### src/rtl/mmcm_ps_ctrl.sv
// MMCM dynamic phase-shift initiator; PS_DONE_TIMEOUT_EN adds a sticky psdone timeout (err).
// psen one cycle after accept/psdone; req_ready low while busy, unlocked or in error.
module mmcm_ps_ctrl #(
  parameter int STEP_W          = 12,
  parameter int POS_W           = 10,
  parameter int STEPS_PER_CYCLE = 560,
  parameter int TIMEOUT_CYCLES  = 64
) (
  input  logic                     psclk,
  input  logic                     resen,
  input  logic                     req_valid,
  output logic                     req_ready,
  input  logic signed [STEP_W-1:0] req_steps,
  input  logic                     abort,
  input  logic                     locked,
  output logic                     psen,
  output logic                     psincdec,
  input  logic                     psdone,
  output logic                     busy,
  output logic [POS_W-1:0]         phase_pos,
  output logic                     done_pulse,
  output logic                     err
);

  typedef enum logic [1:0] {IDLE, PULSE, WAIT_DONE, ERROR} state_t;

  localparam logic [POS_W-1:0] POS_MAX = POS_W'(STEPS_PER_CYCLE - 1);

  state_t            state_q, state_d;
  logic              dir_q, dir_d;
  logic [STEP_W-1:0] rem_q, rem_d;
  logic              abort_q, abort_d;
  logic [POS_W-1:0]  pos_q, pos_d;
  logic              done_q, done_d;
  logic              err_q, err_d;
  logic [STEP_W-1:0] abs_steps;
  logic              accept;

`ifdef PS_DONE_TIMEOUT_EN
  localparam int TO_W = $clog2(TIMEOUT_CYCLES + 1);
  logic [TO_W-1:0] to_cnt_q, to_cnt_d;
`endif

  // Unsigned magnitude so the most negative request maps to 2^(STEP_W-1) steps.
  assign abs_steps = req_steps[STEP_W-1] ? $unsigned(-req_steps) : $unsigned(req_steps);
  assign accept    = req_valid & req_ready;

  always_comb begin
    state_d = state_q;
    dir_d   = dir_q;
    rem_d   = rem_q;
    abort_d = abort_q;
    pos_d   = pos_q;
    done_d  = 1'b0;
    err_d   = err_q;
`ifdef PS_DONE_TIMEOUT_EN
    to_cnt_d = to_cnt_q;
`endif

    if (state_q != IDLE && abort) begin
      abort_d = 1'b1;
    end

    case (state_q)
      IDLE: begin
        abort_d = 1'b0;
        if (accept) begin
          dir_d = ~req_steps[STEP_W-1];
          rem_d = abs_steps;
          if (abs_steps == '0) begin
            done_d = 1'b1;
          end else begin
            state_d = PULSE;
          end
        end
      end
      PULSE: begin
        state_d = WAIT_DONE;
`ifdef PS_DONE_TIMEOUT_EN
        to_cnt_d = '0;
`endif
      end
      WAIT_DONE: begin
        if (psdone) begin
          if (dir_q) begin
            pos_d = (pos_q == POS_MAX) ? '0 : pos_q + 1'b1;
          end else begin
            pos_d = (pos_q == '0) ? POS_MAX : pos_q - 1'b1;
          end
          rem_d = rem_q - 1'b1;
          if (rem_q == STEP_W'(1) || abort_q || abort) begin
            state_d = IDLE;
            done_d  = 1'b1;
            abort_d = 1'b0;
          end else begin
            state_d = PULSE;
          end
        end
`ifdef PS_DONE_TIMEOUT_EN
        else if (to_cnt_q == TO_W'(TIMEOUT_CYCLES - 1)) begin
          state_d = ERROR;
          err_d   = 1'b1;
        end else begin
          to_cnt_d = to_cnt_q + 1'b1;
        end
`endif
      end
      ERROR: begin
        state_d = ERROR;
      end
      default: begin
        state_d = IDLE;
      end
    endcase

    // Losing lock restarts the MMCM at phase 0; this overrides any psdone this cycle.
    if (!locked) begin
      state_d = IDLE;
      pos_d   = '0;
      rem_d   = '0;
      abort_d = 1'b0;
      done_d  = 1'b0;
    end
  end

  always_ff @(posedge psclk) begin
    if (!resen) begin
      state_q <= IDLE;
      dir_q   <= 1'b0;
      rem_q   <= '0;
      abort_q <= 1'b0;
      pos_q   <= '0;
      done_q  <= 1'b0;
      err_q   <= 1'b0;
`ifdef PS_DONE_TIMEOUT_EN
      to_cnt_q <= '0;
`endif
    end else begin
      state_q <= state_d;
      dir_q   <= dir_d;
      rem_q   <= rem_d;
      abort_q <= abort_d;
      pos_q   <= pos_d;
      done_q  <= done_d;
`ifdef PS_DONE_TIMEOUT_EN
      err_q    <= err_d;
      to_cnt_q <= to_cnt_d;
`else
      err_q   <= 1'b0;
`endif
    end
  end

  assign req_ready  = (state_q == IDLE) & locked & ~err_q;
  assign psen       = (state_q == PULSE);
  assign psincdec   = (state_q != IDLE) & dir_q;
  assign busy       = (state_q != IDLE);
  assign phase_pos  = pos_q;
  assign done_pulse = done_q;
  assign err        = err_q;

endmodule

### config.mk
export PLATFORM = sky130hd
export DESIGN_NAME = mmcm_ps_ctrl
export DESIGN_NICKNAME = d
export VERILOG_FILES = /design/src/rtl/mmcm_ps_ctrl.sv
export SDC_FILE = /design/constraint.sdc
export NUM_CORES = 1
export LEC_CHECK = 0
export BUFFER_PORTS_ARGS = -buffer_cell sky130_fd_sc_hd__buf_2
export CAP_MARGIN = 20
export CORE_ASPECT_RATIO = 0.75
export CORE_MARGIN = 10
export CORE_UTILIZATION = 52
export CTS_CLUSTER_DIAMETER = 150
export CTS_CLUSTER_SIZE = 8
export DETAILED_ROUTE_END_ITERATION = 7
export PLACE_DENSITY = 0.77
export SLEW_MARGIN = 15
export SYNTH_ARGS = -nofsm -noshare
export SYNTH_HDL_FRONTEND = slang
export SYNTH_SLANG_ARGS = --single-unit
### constraint.sdc
create_clock -name psclk -period 1.95 [get_ports psclk]
set_clock_uncertainty 0.15 [all_clocks]
set_input_delay 0.195 -clock psclk [delete_from_list [all_inputs] [get_ports psclk]]
set_output_delay 0.195 -clock psclk [all_outputs]
set_load 0.02 [all_outputs]
After elaboration in Yosys (flattened, before gate mapping)
Cells that the tools add are included.

word-level totals
  register bits = 27
  logic and storage cells = 56

operators by class
  $add $sub $neg = 4
  eq/ne operators = 8
  mux-type cells = 21
  bitwise operators = 4
  reductions and logical operators = 13

operators by type and width
  operator                                              count
  2-to-1 mux 12 bit                                     3
  2-to-1 mux 10 bit                                     3
  case mux 12 bit (2 select lines)                      1
  equality test 12 x 1 -> 1 bit, second input constant  1
  zero test 12 bit                                      1
  negator 12 bit                                        1
  subtractor 12 x 1 -> 12 bit, second input constant    1
  adder 10 x 1 -> 10 bit, second input constant         1
  equality test 10 bit, second input constant           1
  zero test 10 bit                                      1
  subtractor 10 x 1 -> 10 bit, second input constant    1
  2-to-1 mux 1 bit                                      8
  case mux 2 bit (4 select lines)                       1
  2-to-1 mux 2 bit                                      3
  inequality test 2 bit, second input constant          3
  AND reduction 2 bit                                   3
  AND reduction 3 bit                                   2
  equality test 2 bit, second input constant            2
  case mux 1 bit (2 select lines)                       2
  nonzero test 2 bit                                    2
  bitwise AND 1 bit                                     3
  equality test 2 x 1 -> 1 bit, second input constant   1
  zero test 2 bit                                       1
  logical OR 1 bit                                      2
  other kinds (2)                                       2

Depth between registers and ports, before layout
Gate-level depths: netlist of run 1.

  depth after elaboration = 6
  mapped depth = 7
  depth with buffers taken out = 7

Worst setup path after synthesis of run 1
No wires, ideal clock.

  kind = reg-to-reg
  start point = register pos_q[6], in the netlist phase_pos[6]
  end point = register pos_q[6], in the netlist phase_pos[6]
  setup time = 119 ps
  arrival time = 1959 ps
  data required time = 1681 ps
  slack = -278 ps
  cell stages (with the launch flop) = 6
  clock period less this slack = 2228 ps
  cell sequence = dfxtp_1 > clkbuf_1 > or3_1 > o41ai_1 > o21ai_0 > o221a_2

on the way
  word-level cells in the longest chain between the ends = 3
  elaborated cells between the ends (all ways) = 7

ends and longest elaborated chain
  what                                                 RTL line  RTL
  from (decl)                                          33        logic [POS_W-1:0] pos_q, pos_d;
  from (signal assigned)                               143       pos_q <= pos_d;
  subtractor 10 x 1 -> 10 bit (tied with other cells)  88        pos_d = (pos_q == '0) ? POS_MAX : pos_q - 1'b1;
  2-to-1 mux 10 bit (on tied branches)                 88, 86
  2-to-1 mux 10 bit (*)                                85        if (dir_q) begin

Mark *: on every way between the ends. The rest lies on a longest branch, timed or not.
A chain may end at the register's enable or synchronous reset.

Final worst setup path of run 1
  start point = register rem_q[1]
  end point = register state_q[0]

on the way
  word-level cells in the longest chain between the ends = 6

ends and longest elaborated chain
  what                             RTL line  RTL
  from (decl)                      31        logic [STEP_W-1:0] rem_q, rem_d;
  from (signal assigned)           141       rem_q <= rem_d;
  equality test 12 x 1 -> 1 bit    91        if (rem_q == STEP_W'(1) || abort_q || abort) begin
  logical OR 1 bit (2 in series)   91
  2-to-1 mux 1 bit                 91
  2-to-1 mux 2 bit                 84        if (psdone) begin
  case mux 2 bit (4 select lines)  64        case (state_q)
  to (signal assigned)             139       state_q <= state_d;
  to (decl)                        29        state_t state_q, state_d;

Every way passes these cells. The select of a mux whose other input is x is not followed.

==> results of run 1 <==
[cell families after synthesis]
group / share of synthesized area [%]
fa+ha+maj: 3.41
compound gates: 31.5
other cells: 0.170
buf+inv: 5.68
xor+xnor: 3.58
mux: 1.42
flops: 24.5
simple gates: 29.7
[worst max-delay path, stage by stage (launching register included)]
cell	delay (ns)
dfxtp_2	0.33
inv_1	0.07
ha_1	0.13
or4b_4	0.48
o311ai_4	0.24
a21oi_2	0.10
a31o_2	0.22
o311a_1	0.12
[sequential cells by signal, indices dropped and copies added, names as in the netlist]
name	cells
abort_q	1
dir_q	1
done_pulse	1
phase_pos	10
rem_q	12
state_q	2
[report_power, final]
part | switching, uW | total (uW) | internal (uW) | leakage (uW)
combinational | 193 | 359 | 166 | 0.00102
clock | 189 | 336 | 147 | 0.0000228
sequential | 13.2 | 575 | 562 | 0.000222
[metrics by stage]
| step | utilization [%] | hold slack [ns] | setup TNS (ns) | power, uW |
|---|---|---|---|---|
| 2_1_floorplan | - | 0.157 | -0.0998 | 764 |
| 3_3_place_gp | 70.6 | 0.305 | -0.556 | 901 |
| 3_5_place_dp | 70.6 | 0.309 | -0.795 | 907 |
| 4_1_cts | 72.4 | 0.0109 | -0.0316 | 1240 |
| 5_1_grt | 74.9 | 0.0280 | -0.197 | 1330 |
| 6_report | 74.9 | 0.0182 | 0 | 1270 |
[final cells by class]
cell class                 count  area, sq um  share of cell area, %
clock buffer                   4         45.0                   1.47
inverter                      10         37.5                   1.23
multi-input combinational    247         1690                   55.4
sequential                    27          551                   18.0
tap                           55         68.8                   2.25
timing repair buffer          98          659                   21.6
[layer usage]
layer	share of wire [%]	up-vias	wire length, microns	global-route usage [%]
li1	-	1309	-	-
met1	44	1259	3280	28.1
met2	43	145	3230	27.7
met3	11	21	827	5.51
met4	1.5	0	108	2.84
met5	0	-	0	0
[synth_stat cells, types with 4 or more instances]
| cell | instances |
|---|---|
| ha_1 | 6 |
| nor2b_1 | 5 |
| nand2_1 | 25 |
| inv_1 | 10 |
| nor3_1 | 7 |
| dfxtp_1 | 27 |
| or4_1 | 5 |
| and2_1 | 4 |
| clkbuf_1 | 20 |
| o21ai_0 | 28 |
| a31oi_1 | 4 |
| a211oi_1 | 4 |
| nor4_1 | 9 |
| nor2_1 | 23 |
| o31ai_1 | 5 |
| a21oi_1 | 28 |
| or3_1 | 8 |
| nand3b_1 | 4 |
| xnor2_1 | 6 |
| o211ai_1 | 4 |
| nand2b_1 | 9 |
| nand3_1 | 7 |
[path summary, 6_finish.rpt]
kind / end / startpoint / slack, ns / cells after the start
max: state_q[0] / rem_q[1] / 0.02 / 7
min: dir_q / resen / 0.02 / 3
max reg2reg: state_q[0] / rem_q[1] / 0.02 / 7
min reg2reg: rem_q[7] / rem_q[7] / 0.35 / 2
[repair_timing]
item	4_1_cts	5_1_grt
setup buffers	0	1
endpoints found under the hold margin	0	0
gates resized for setup	5	27
pin swaps	2	12
setup endpoints to repair	3	18
==> flow_summary.ini, run 1 <==
[status]
status = complete, no violations

[worst_setup_path]
crit_required_ns = 1.98
crit_fanout = 2
worstSetupStartpointType = register
worstSetupPathType = reg -> reg
cp-end-kind = register
arrival_ns = 1.96

[power]
powerDensity_nw_per_um2 = 416
p_leak_uw = 0.00126
ir_drop_mv = 0.294

[timing]
final-setup-viol-count = 0
final_max_slew_viol_count = 0
fmax_ghz = 0.518
setup_ws_ns = 0.0186
hold_viol_final = 0
rsz0062_at_grt = yes
slew_headroom_pct = 66.6
worst_pin_slew_ns = 0.495
post-route-min-period_ns = 1.93
post-route-period-util_pct = 99.0

[yosys]
yosys.area.top_type = dfxtp_1
yosysSeqAreaShare_pct = 24.5
synth_edf_count = 0
synth_area_leaders = dfxtp_1 (25%), a21oi_1 (6.4%), o21ai_0 (6.4%)
ys_types = 60
synth_area_sq_um = 2200
yosysWarnings = 0
yosysTopAreaCellShare_pct = 24.5
async_reset_ff_share_pct = 0
syn_nets = 330
synth_ff_type = dfxtp_1
postSynthCellCount = 306
syn_avg_cell_area_sq_um = 7.20
synth-seq-cells = 27

[layout]
layout_common_cells = buf_4 (65), buf_2 (32), a21oi_1 (26)
fill_cells = 306
final_cells = 441
antenna_cells = 0
area_growth_pct = 38.6
drive_above_1_share_pct = 36.3
final_common_cell = buf_4
fin_area_sq_um = 3050
final_nets = 411

[cts]
cts_made_buffers = 3
clk_latency_ns = 0.28
clockRootBuffer = clkbuf_8
path_clk_slew_ns = 0.10
cts_tree = yes
cts_max_level = 1
clockBufferDepth = 2
cts_sinks = 27
postCtsHoldBufs = 0

[routing]
wl_per_cell_microns = 16.9
ant_nets = 0
vias = 2734
viasPerCell = 6.20
dr.first_iter.drc_count = 346
drcViolationCount = 0
wirelength_mm = 7.44
dr.pass1.iters = 7

[die]
coreArea_sq_um = 4080
dieWidth_microns = 95.2
fp-row-count = 20
ioPinCount = 34
dieArea_sq_um = 7270
die_h_microns = 76.4
start_util_pct = 54.0

[placed_design]
place_inst = 436
pre_cts_slack_ns = -0.307
numPortBuffers = 32
place.gp.congestion = 0.964
dp_hpwl_mm = 5.42
placed_area_sq_um = 2880

[grt]
track_usage_pct = 19.3
grt_pass1_wl_mm = 11.9
grt_max_degree = 23
grt_pass1_vias = 2494
grt_antenna_before_repair = 0
grt_overflow = 0

[hold_path]
hp-class = in -> reg

[run]
cap_violations = 0
(Power assumes the default switching activity.)
==> inputs of run 2 (changes only) <==
CORE_UTILIZATION = 55   (was 52)
PLACE_DENSITY = 0.78   (was 0.77)
clock period = 1.8 ns   (was 1.95 ns; I/O delays follow)
==> flow_summary.ini, run 2 (synthesis results as in run 1) <==
[layout]
largest_reg_flops = 12
regMostFlops = rem_q
final_common_cell = buf_4
fin_util_pct = 89.3
antenna_cells = 0
fill_cells = 188
layout_common_cells = buf_4 (77), buf_2 (32), nand2_1 (24)
drive_above_1_share_pct = 46.4
final_cells = 455
area_growth_pct = 52.2
final_nets = 428

[timing]
setup_ws_ns = -0.262
holdWs_ns = 0.0737
worst_pin_slew_ns = 0.713
post-route-min-period_ns = 2.06
post-route-period-util_pct = 115
final-setup-viol-count = 18
rsz0062_at_grt = yes
hold_viol_final = 0
fmax_ghz = 0.485
final_max_slew_viol_count = 0
slew_headroom_pct = 52.3

[routing]
wirelength_mm = 10.7
dr.pass1.iters = 6
dr.first_iter.drc_count = 633
viasPerCell = 7.26
ant_nets = 0
wl_per_cell_microns = 23.5
drcViolationCount = 0
vias = 3302

[status]
status = finished with violations
violations = negative setup slack

[die]
ioPinCount = 34
die_h_microns = 74.8
fp-row-count = 19
dieWidth_microns = 93.1
start_util_pct = 58.7
dieArea_sq_um = 6960
coreArea_sq_um = 3760

[power]
powerDensity_nw_per_um2 = 441
p_leak_uw = 0.00138
p_total_uw = 1480
ir_drop_mv = 0.565

[cts]
cts_made_buffers = 3
path_clk_slew_ns = 0.10
clockRootBuffer = clkbuf_8
clockBufferDepth = 2
cts_max_level = 1
cts_tree = yes
clk_latency_ns = 0.28
cts_sinks = 27

[hold_path]
hp-start = resen
min_path_cells = 3
hold_end = dir_q
hp-class = in -> reg

[worst_setup_path]
arrival_ns = 2.07
crit_fanout = 5
r2r-start = rem_q[3]
crit_required_ns = 1.80
rrSetupSlack_ns = -0.26
r2r-end = rem_q[9]
worstSetupStartpointType = register
r2r_cells = 6
cp-end-kind = register
worstSetupPathType = reg -> reg

[placed_design]
place_inst = 440
place.gp.congestion = 0.899
dp_hpwl_mm = 5.49
numPortBuffers = 32

[grt]
grt_antenna_before_repair = 0
grt_pass1_wl_mm = 13.4
track_usage_pct = 23.3
grt_overflow = 0
grt_pass1_vias = 2752
grt_max_degree = 23

[run]
cap_violations = 0
run 2: worst max path at each step:
| stage | endpoint | slack, ns | startpoint | depth (start not counted) |
|---|---|---|---|---|
| detailed placement | state_q[0] | -0.46 | req_steps[1] | 8 |
| finish | rem_q[9] | -0.26 | rem_q[3] | 6 |
| floorplan | state_q[0] | -0.23 | req_steps[6] | 6 |
| global route | rem_q[9] | -0.30 | rem_q[3] | 6 |
| CTS | state_q[0] | -0.14 | rem_q[1] | 7 |
| global placement | state_q[0] | -0.39 | req_steps[0] | 8 |
run 2: metrics by stage:
step	worst slack [ns]	setup TNS, ns	instance area, sq um
after global routing	-0.299	-3.47	3350
after detailed placement	-0.457	-2.22	2960
after global placement	-0.393	-1.74	2960
after floorplan	-0.230	-0.419	2330
final	-0.262	-2.49	3350
after CTS	-0.140	-0.401	3160
run 2: repair_timing:
action                                  4_1_cts  5_1_grt
endpoints found under the setup margin       12       21
pin swaps                                    16       19
hold buffers                                  0        0
buffers inserted                              4        7
resized for setup                            30       34
run 2: worst max-delay path, cell delays in order, from the launching register on:
cell and delay, ns:
dfxtp_2 0.34, buf_6 0.11, or4_4 0.55, or2_4 0.32
o21a_1 0.19, o21ai_1 0.17, o22ai_1 0.10
run 2: report_power, final:
part / leakage, uW / switching (uW) / internal (uW)
Combinational: 0.00113 / 278 / 220
Clock: 0.0000255 / 205 / 156
Sequential: 0.000226 / 14.8 / 605
run 2: cell type report:
type	count	area (sq um)	share of cell area [%]
flip-flops and latches	27	564	16.8
inverters	10	37.5	1.12
well taps	52	65.1	1.94
multi-input cells	247	1840	54.7
clock inverters	1	5.00	0.149
clock buffers	3	41.3	1.23
repair buffers	115	806	24.0
run 2: metal layers:
metal / vias to the layer above / global-route usage, % / wire length [microns]
met1: 1481 / 30.3 / 3690
met2: 350 / 37.7 / 4420
met3: 131 / 6.26 / 1640
met4: 0 / 5.46 / 943
li1: 1340 / - / -
met5: - / 0.694 / 0
